==> config.mk <==
export PLATFORM = sky130hd
export DESIGN_NAME = imm_gen_pipe
export DESIGN_NICKNAME = d
export VERILOG_FILES = /design/src/rtl/imm_gen_pipe.sv
export SDC_FILE = /design/constraint.sdc
export NUM_CORES = 1
export LEC_CHECK = 0
export ABC_AREA = 0
export CORE_ASPECT_RATIO = 1.5
export CORE_MARGIN = 2
export CORE_UTILIZATION = 40
export DETAILED_ROUTE_END_ITERATION = 8
export GPL_ROUTABILITY_DRIVEN = 0
export PLACE_DENSITY_LB_ADDON = 0.12
export SETUP_SLACK_MARGIN = 0.1
export SLEW_MARGIN = 20
export SYNTH_ARGS = -nofsm -noshare
export SYNTH_HDL_FRONTEND = slang
export SYNTH_SLANG_ARGS = --single-unit
==> constraint.sdc <==
create_clock -name clock -period 3.5 [get_ports clock]
set_input_delay 0.525 -clock clock [delete_from_list [all_inputs] [get_ports clock]]
set_output_delay 0.525 -clock clock [all_outputs]
set_load 0.1 [all_outputs]
==> src/rtl/imm_gen_pipe.sv <==
// Pipelined immediate generator: decodes an XLEN-wide immediate, registers it behind a
// valid/ready handshake with a two-entry (main + skid) buffer, counts illegal formats.
// Build option: define IMM_GEN_PIPE_ZIMM_EN to enable fmt=6 (CSR zimm); otherwise fmt=6 is illegal.
module imm_gen_pipe #(
   parameter int XLEN     = 32,
   parameter int TAG_W    = 5,
   parameter int ERRCNT_W = 16
) (
   input  logic                clock,
   input  logic                reset,
   input  logic                in_valid,
   output logic                in_ready,
   input  logic [31:0]         in_inst,
   input  logic [2:0]          in_fmt,
   input  logic                in_sext,
   input  logic [TAG_W-1:0]    in_tag,
   output logic                out_valid,
   input  logic                out_ready,
   output logic [XLEN-1:0]     out_imm,
   output logic [TAG_W-1:0]    out_tag,
   output logic                out_err,
   output logic [ERRCNT_W-1:0] err_count
);

   localparam logic [2:0] FMT_I     = 3'd0;
   localparam logic [2:0] FMT_S     = 3'd1;
   localparam logic [2:0] FMT_B     = 3'd2;
   localparam logic [2:0] FMT_U     = 3'd3;
   localparam logic [2:0] FMT_J     = 3'd4;
   localparam logic [2:0] FMT_SHAMT = 3'd5;
   localparam logic [2:0] FMT_Z     = 3'd6;

   logic                ext_bit;
   logic [63:0]         imm_full;
   logic [XLEN-1:0]     new_imm;
   logic                new_err;
   logic                unused_bits;

   logic                in_xfer;
   logic                out_xfer;

   logic                main_vld_q, main_vld_d;
   logic [XLEN-1:0]     main_imm_q, main_imm_d;
   logic [TAG_W-1:0]    main_tag_q, main_tag_d;
   logic                main_err_q, main_err_d;
   logic                skid_vld_q, skid_vld_d;
   logic [XLEN-1:0]     skid_imm_q, skid_imm_d;
   logic [TAG_W-1:0]    skid_tag_q, skid_tag_d;
   logic                skid_err_q, skid_err_d;
   logic                in_ready_q, in_ready_d;
   logic [ERRCNT_W-1:0] err_cnt_q, err_cnt_d;

   // Immediate is built 64 bits wide and truncated, so XLEN=32 simply drops the upper fill.
   always_comb begin
      ext_bit  = in_sext & in_inst[31];
      imm_full = '0;
      new_err  = 1'b0;
      case (in_fmt)
         FMT_I: imm_full = {{52{ext_bit}}, in_inst[31:20]};
         FMT_S: imm_full = {{52{ext_bit}}, in_inst[31:25], in_inst[11:7]};
         FMT_B: imm_full = {{51{ext_bit}}, in_inst[31], in_inst[7], in_inst[30:25],
                            in_inst[11:8], 1'b0};
         FMT_U: imm_full = {{32{ext_bit}}, in_inst[31:12], 12'b0};
         FMT_J: imm_full = {{43{ext_bit}}, in_inst[31], in_inst[19:12], in_inst[20],
                            in_inst[30:21], 1'b0};
         FMT_SHAMT: begin
            if (XLEN == 32) begin
               imm_full = {59'b0, in_inst[24:20]};
               new_err  = in_inst[25];
            end else begin
               imm_full = {58'b0, in_inst[25:20]};
            end
         end
`ifdef IMM_GEN_PIPE_ZIMM_EN
         FMT_Z: imm_full = {59'b0, in_inst[19:15]};
`else
         FMT_Z: new_err = 1'b1;
`endif
         default: new_err = 1'b1;
      endcase
      new_imm = imm_full[XLEN-1:0];
   end

   assign unused_bits = ^{in_inst[6:0], imm_full};

   assign in_xfer  = in_valid & in_ready_q;
   assign out_xfer = main_vld_q & out_ready;

   // Skid only ever fills while main is held, and in_ready is low whenever skid is full,
   // so a skid->main move never coincides with an input transfer.
   always_comb begin
      main_vld_d = main_vld_q;
      main_imm_d = main_imm_q;
      main_tag_d = main_tag_q;
      main_err_d = main_err_q;
      skid_vld_d = skid_vld_q;
      skid_imm_d = skid_imm_q;
      skid_tag_d = skid_tag_q;
      skid_err_d = skid_err_q;
      err_cnt_d  = err_cnt_q;

      if (out_xfer && skid_vld_q) begin
         main_imm_d = skid_imm_q;
         main_tag_d = skid_tag_q;
         main_err_d = skid_err_q;
         skid_vld_d = 1'b0;
      end else if (in_xfer) begin
         if (!main_vld_q || out_xfer) begin
            main_vld_d = 1'b1;
            main_imm_d = new_imm;
            main_tag_d = in_tag;
            main_err_d = new_err;
         end else begin
            skid_vld_d = 1'b1;
            skid_imm_d = new_imm;
            skid_tag_d = in_tag;
            skid_err_d = new_err;
         end
      end else if (out_xfer) begin
         main_vld_d = 1'b0;
      end

      if (in_xfer && new_err && (err_cnt_q != {ERRCNT_W{1'b1}})) begin
         err_cnt_d = err_cnt_q + 1'b1;
      end

      in_ready_d = ~skid_vld_d;
   end

   always_ff @(posedge clock or posedge reset) begin
      if (reset) begin
         main_vld_q <= 1'b0;
         main_imm_q <= '0;
         main_tag_q <= '0;
         main_err_q <= 1'b0;
         skid_vld_q <= 1'b0;
         skid_imm_q <= '0;
         skid_tag_q <= '0;
         skid_err_q <= 1'b0;
         in_ready_q <= 1'b1;
         err_cnt_q  <= '0;
      end else begin
         main_vld_q <= main_vld_d;
         main_imm_q <= main_imm_d;
         main_tag_q <= main_tag_d;
         main_err_q <= main_err_d;
         skid_vld_q <= skid_vld_d;
         skid_imm_q <= skid_imm_d;
         skid_tag_q <= skid_tag_d;
         skid_err_q <= skid_err_d;
         in_ready_q <= in_ready_d;
         err_cnt_q  <= err_cnt_d;
      end
   end

   assign in_ready  = in_ready_q;
   assign out_valid = main_vld_q;
   assign out_imm   = main_imm_q;
   assign out_tag   = main_tag_q;
   assign out_err   = main_err_q;
   assign err_count = err_cnt_q;

endmodule

After elaboration in Yosys (flattened, before gate mapping) --
Cells that the tools add are included.
Word-level totals: bits in registers 95, output and inout port bits 56
Cells by class: bitwise gates (word level) 6, reduce and logical (&&, ||, !) cells 13, add/subtract/negate cells 1, equal/unequal tests 7, muxes and demuxes 17
Operators by type and width (number):
- $pmux W32 S6 | 1
- $mux W32 | 3
- $add A16 B1 Y16 const B | 1
- $ne A16 B16 Y1 const B | 1
- $mux W5 | 3
- $mux W1 | 9
- $eq A3 B2 Y1 const B | 2
- $eq A3 B3 Y1 const B | 2
- $reduce_and A3 Y1 | 2
- $reduce_bool A2 Y1 | 3
- $reduce_or A5 Y1 | 1
- $and A1 B1 Y1 | 3
- $eq A3 B1 Y1 const B | 1
- $logic_and A1 B1 Y1 | 3
- $logic_not A3 Y1 | 1
- $not A1 Y1 | 3
- $ne A2 B1 Y1 const B | 1
- $pmux W1 S2 | 1
- $reduce_and A2 Y1 | 1
- $logic_not A1 Y1 | 1
- $logic_or A1 B1 Y1 | 1

Longest topological paths before layout --
depth in word-level cells 6, depth in mapped cells 6

Worst setup path before layout --
OpenSTA, ideal clock, no wires.
kind register to register, from register err_cnt_q[10] (netlist: err_count[10]), to register err_cnt_q[1] (netlist: err_count[1]), period minus slack after synthesis 2348 ps, stages on the path, launching flop included 5, data required time 3374 ps, data arrival time 2221 ps, path slack 1152 ps, cells stage by stage dfrtp_1 and4_4 nand4_4 o31a_1 mux2_4
On the way: cells in the longest elaborated chain, start to end 2
RTL lines:
- from (decl) | RTL line 51 | logic [ERRCNT_W-1:0] err_cnt_q, err_cnt_d;
- from (signal assigned) | RTL line 152 | err_cnt_q <= err_cnt_d;
- $ne A16 B16 Y1 | RTL line 123 | if (in_xfer && new_err && (err_cnt_q != {ERRCNT_W{1'b1}})) begin
- $logic_and A1 B1 Y1 | RTL line 123
Every way passes these cells. A chain may end at the register's enable or synchronous reset.

Worst setup path in the final report --
from register err_cnt_q[14] (netlist: err_count[14]), to output port err_count[14]
RTL lines:
- to (decl) | RTL line 22 | output logic [ERRCNT_W-1:0] err_count
No word-level cell between the ends.

==> results.sh <==
export IMPL_crit_family="buffers and inverters"
export IMPL_cts_clk_slew_worst_paths_ps=60
export IMPL_critPathArrivalTime_ps=1980
export IMPL_detailed_place_hpwl_mm=8.19
export IMPL_portBuffers=93
export IMPL_syn_cell_area_um2=4530
export IMPL_fin_ws_ps=993
export IMPL_tightest_slew_ps=1010
export IMPL_synth_edf_count=0
export IMPL_placed_area_um2=5610
export IMPL_clockBufferDepth=2
export IMPL_p_per_area_nw_per_um2=995
export IMPL_hp_class="reg2reg"
export IMPL_max_freq_ghz=0.399
export IMPL_postCtsResizedCells=0
export IMPL_sw_frac_of_total_pct=51.3
export IMPL_routed_wirelength_mm=11.6
export IMPL_ys_seq_area_share_pct=52.5
export IMPL_synth_xor_area_share_pct=2.51
export IMPL_synth_compound_area_share_pct=20.0
export IMPL_finalHoldViolCount=0
export IMPL_via_per_inst=5.27
export IMPL_wl_per_cell_um=16.1
export IMPL_htree_levels=3
export IMPL_maxSlewViolCount=0
export IMPL_start_kind="flip-flop"
export IMPL_ys_types=52
export IMPL_crit_chain="clkdlybuf4s50_1"
export IMPL_finalCritPeriodShare_pct=71.6
export IMPL_cp_depth=1
export IMPL_required_ps=2970
export IMPL_intPower_mw=2.86
export IMPL_drive_above_1_share_pct=7.61
export IMPL_tns_ps=0
export IMPL_die_w_um=90.9
export IMPL_grt_pass1_vias=3874
export IMPL_ant_nets=0
export IMPL_yosys_register_bits=95
export IMPL_synth_top_family_by_area="compound AO/OA/AOI/OAI gates"
export IMPL_fp_coreArea_um2=11100
export IMPL_ioPinCount=101
export IMPL_synth_fa_ha_area_share_pct=0.497
export IMPL_clkPwrFrac_pct=16.4
export IMPL_drt_iter0_drc=122
export IMPL_async_flop_share_pct=100
export IMPL_critPathMaxStageDelay_ps=1180
export IMPL_yosys_warnings=0
export IMPL_overflow=0
export IMPL_synth_area_leaders="dfrtp_1 (52%), o21ai_0 (8.8%), nand2_1 (8.6%), a21oi_1 (3.9%), xnor2_1 (2.3%)"
export IMPL_grt_setup_unrepaired="no"
export IMPL_holdBufCountCts=0
export IMPL_pwr_share_comb_pct=53.0
export IMPL_diodes=0
export IMPL_dr_pass1_iters=4
export IMPL_synth_nets=535
export IMPL_vdd_drop_max_mv=0.747
export IMPL_synth_top_area_share_pct=51.9
export IMPL_whs_path_depth=2
export IMPL_route_detailed_drc=0
export IMPL_worstPathMaxFanout=5
export IMPL_grt_usage_pct=20.1
export IMPL_clockRootBuffer="clkbuf_16"
export IMPL_syn_avg_cell_area_um2=9.27
export IMPL_grt_max_degree=80
export IMPL_muxShareOfSynthArea_pct=2.73
export IMPL_post_cts_buffers=0
export IMPL_yosys_area_share_simple_pct=18.4
export IMPL_critPathSlowestCell="clkdlybuf4s50_1"
export IMPL_timing_hold_ws_ps=472
export IMPL_synth_top_cells_by_count="nand2_1 (104), dfrtp_1 (94), o21ai_0 (80), a21oi_1 (35), nor2_1 (20)"
export IMPL_die_area_um2=12200
export IMPL_cts_tree="built"
export IMPL_antenna_found_initial=0
export IMPL_postLayoutCellArea_um2=5900
export IMPL_p_sw_mw=3.01
export IMPL_area_growth_pct=30.1
export IMPL_ys_flop_type="dfrtp_1"
export IMPL_skew_ps=4.99
export IMPL_r2r_cells=4
export IMPL_path_class="reg2out"
export IMPL_vias=3823
export IMPL_fin_util_pct=53.3
export IMPL_rows=47
export IMPL_synth_area_leader_cell="dfrtp_1"
export IMPL_drv_cap=0
export IMPL_cp_end_kind="output pin"
export IMPL_cts_made_buffers=9
export IMPL_synthCells=489
export IMPL_leakage_nw=2.51
export IMPL_start_util_pct=41.0
export IMPL_final_nets=619
export IMPL_yosys_cell_count_top_type="nand2_1"
export IMPL_status="finished, final reports clean"
export IMPL_slew_headroom_pct=32.4
export IMPL_critPathBufInv=1
export IMPL_fillers=1087
export IMPL_pwr_share_seq_pct=30.6
export IMPL_dp_slack_ps=793
export IMPL_grt_pass1_wl_mm=19.5
export IMPL_die_y_um=134
export IMPL_insertion_delay_ps=340
export IMPL_finalCriticalPeriod_ps=2510
export IMPL_cts_sinks=95
export IMPL_finalSetupViolations=0
## tightest hold or removal path, cell delays in order (launching register included)
cell and delay, ps:
dfrtp_1 340, nand2_1 50, nand2_1 50
## flip-flops by register name, summed over array words and instances, names as in the netlist
| register | count |
|---|---|
| skid_vld_q | 1 |
| skid_err_q | 1 |
| err_count | 16 |
| out_err | 1 |
| skid_tag_q | 5 |
| in_ready | 1 |
| out_imm | 32 |
| out_tag | 5 |
| skid_imm_q | 32 |
| out_valid | 1 |
## logic make-up (layout without fill, tap and decap cells)
| group | Yosys count | in the layout |
|---|---|---|
| AND/OR/NAND/NOR | 174 | 174 |
| AO/OA/AOI/OAI | 157 | 157 |
| flip-flops | 95 | 95 |
| buffers and inverters | 37 | 126 |
| XOR/XNOR | 13 | 13 |
| multiplexers | 11 | 11 |
| adder cells (fa/ha/maj) | 2 | 2 |
## cell type report
cell class	count	area [um2]	area share, %
flip-flops and latches	95	2380	40.3
multi-input cells	357	2010	34.1
repair buffers	104	1010	17.1
clock buffers	12	236	4.01
well taps	147	184	3.12
clock inverters	4	47.5	0.806
inverters	6	27.5	0.467
## path summary, 6_finish.rpt
kind	from	to	slack, ps
max	err_count[14]	err_count[14]	990
min	skid_imm_q[4]	skid_imm_q[4]	470
max reg2reg	out_valid	skid_imm_q[13]	1500
min reg2reg	skid_imm_q[4]	skid_imm_q[4]	470
max in group asynchronous	reset	out_imm[17]	2160
min in group asynchronous	reset	out_tag[1]	670
## cells in the final DEF (no fill, tap or decap), types with 4 or more instances in the layout
cell               n
xnor2_1           12
nand3_1            7
a211oi_1          11
inv_1              5
clkbuf_16          9
nor3_1             4
and3_1             5
nor2_1            20
o211a_1            4
dfrtp_1           94
o21ai_0           80
mux2_2             7
a31oi_1            8
nand2_1          104
a21oi_1           35
clkdlybuf4s50_1   92
buf_4             12
nand2b_1          16
## metrics by stage
| step | instances | power, mW |
|---|---|---|
| 2_1_floorplan | 489 | 4.14 |
| 3_3_place_gp | 709 | 4.90 |
| 3_5_place_dp | 709 | 4.95 |
| 4_1_cts | 725 | 5.93 |
| 5_1_grt | 725 | 6.19 |
| 6_report | 725 | 5.87 |
## layer usage
metal,wire length [um],part of all wire [%],global-route usage (%)
met1,4880,42,24.2
met4,244,2.1,8.67
met5,0,0,0
met3,550,4.7,3.60
met2,5970,51,35.1
## power by group through the flow
stage | logic (mW) | clock network [mW] | registers (mW)
final | 3.11 | 0.963 | 1.79
after global routing | 3.31 | 1.03 | 1.85
after CTS | 3.14 | 0.987 | 1.80
after detailed placement | 3.14 | 0 | 1.81
after global placement | 3.10 | 0 | 1.79
after floorplan | 0.787 | 0 | 3.35
Power figures use the tool's default switching activity.
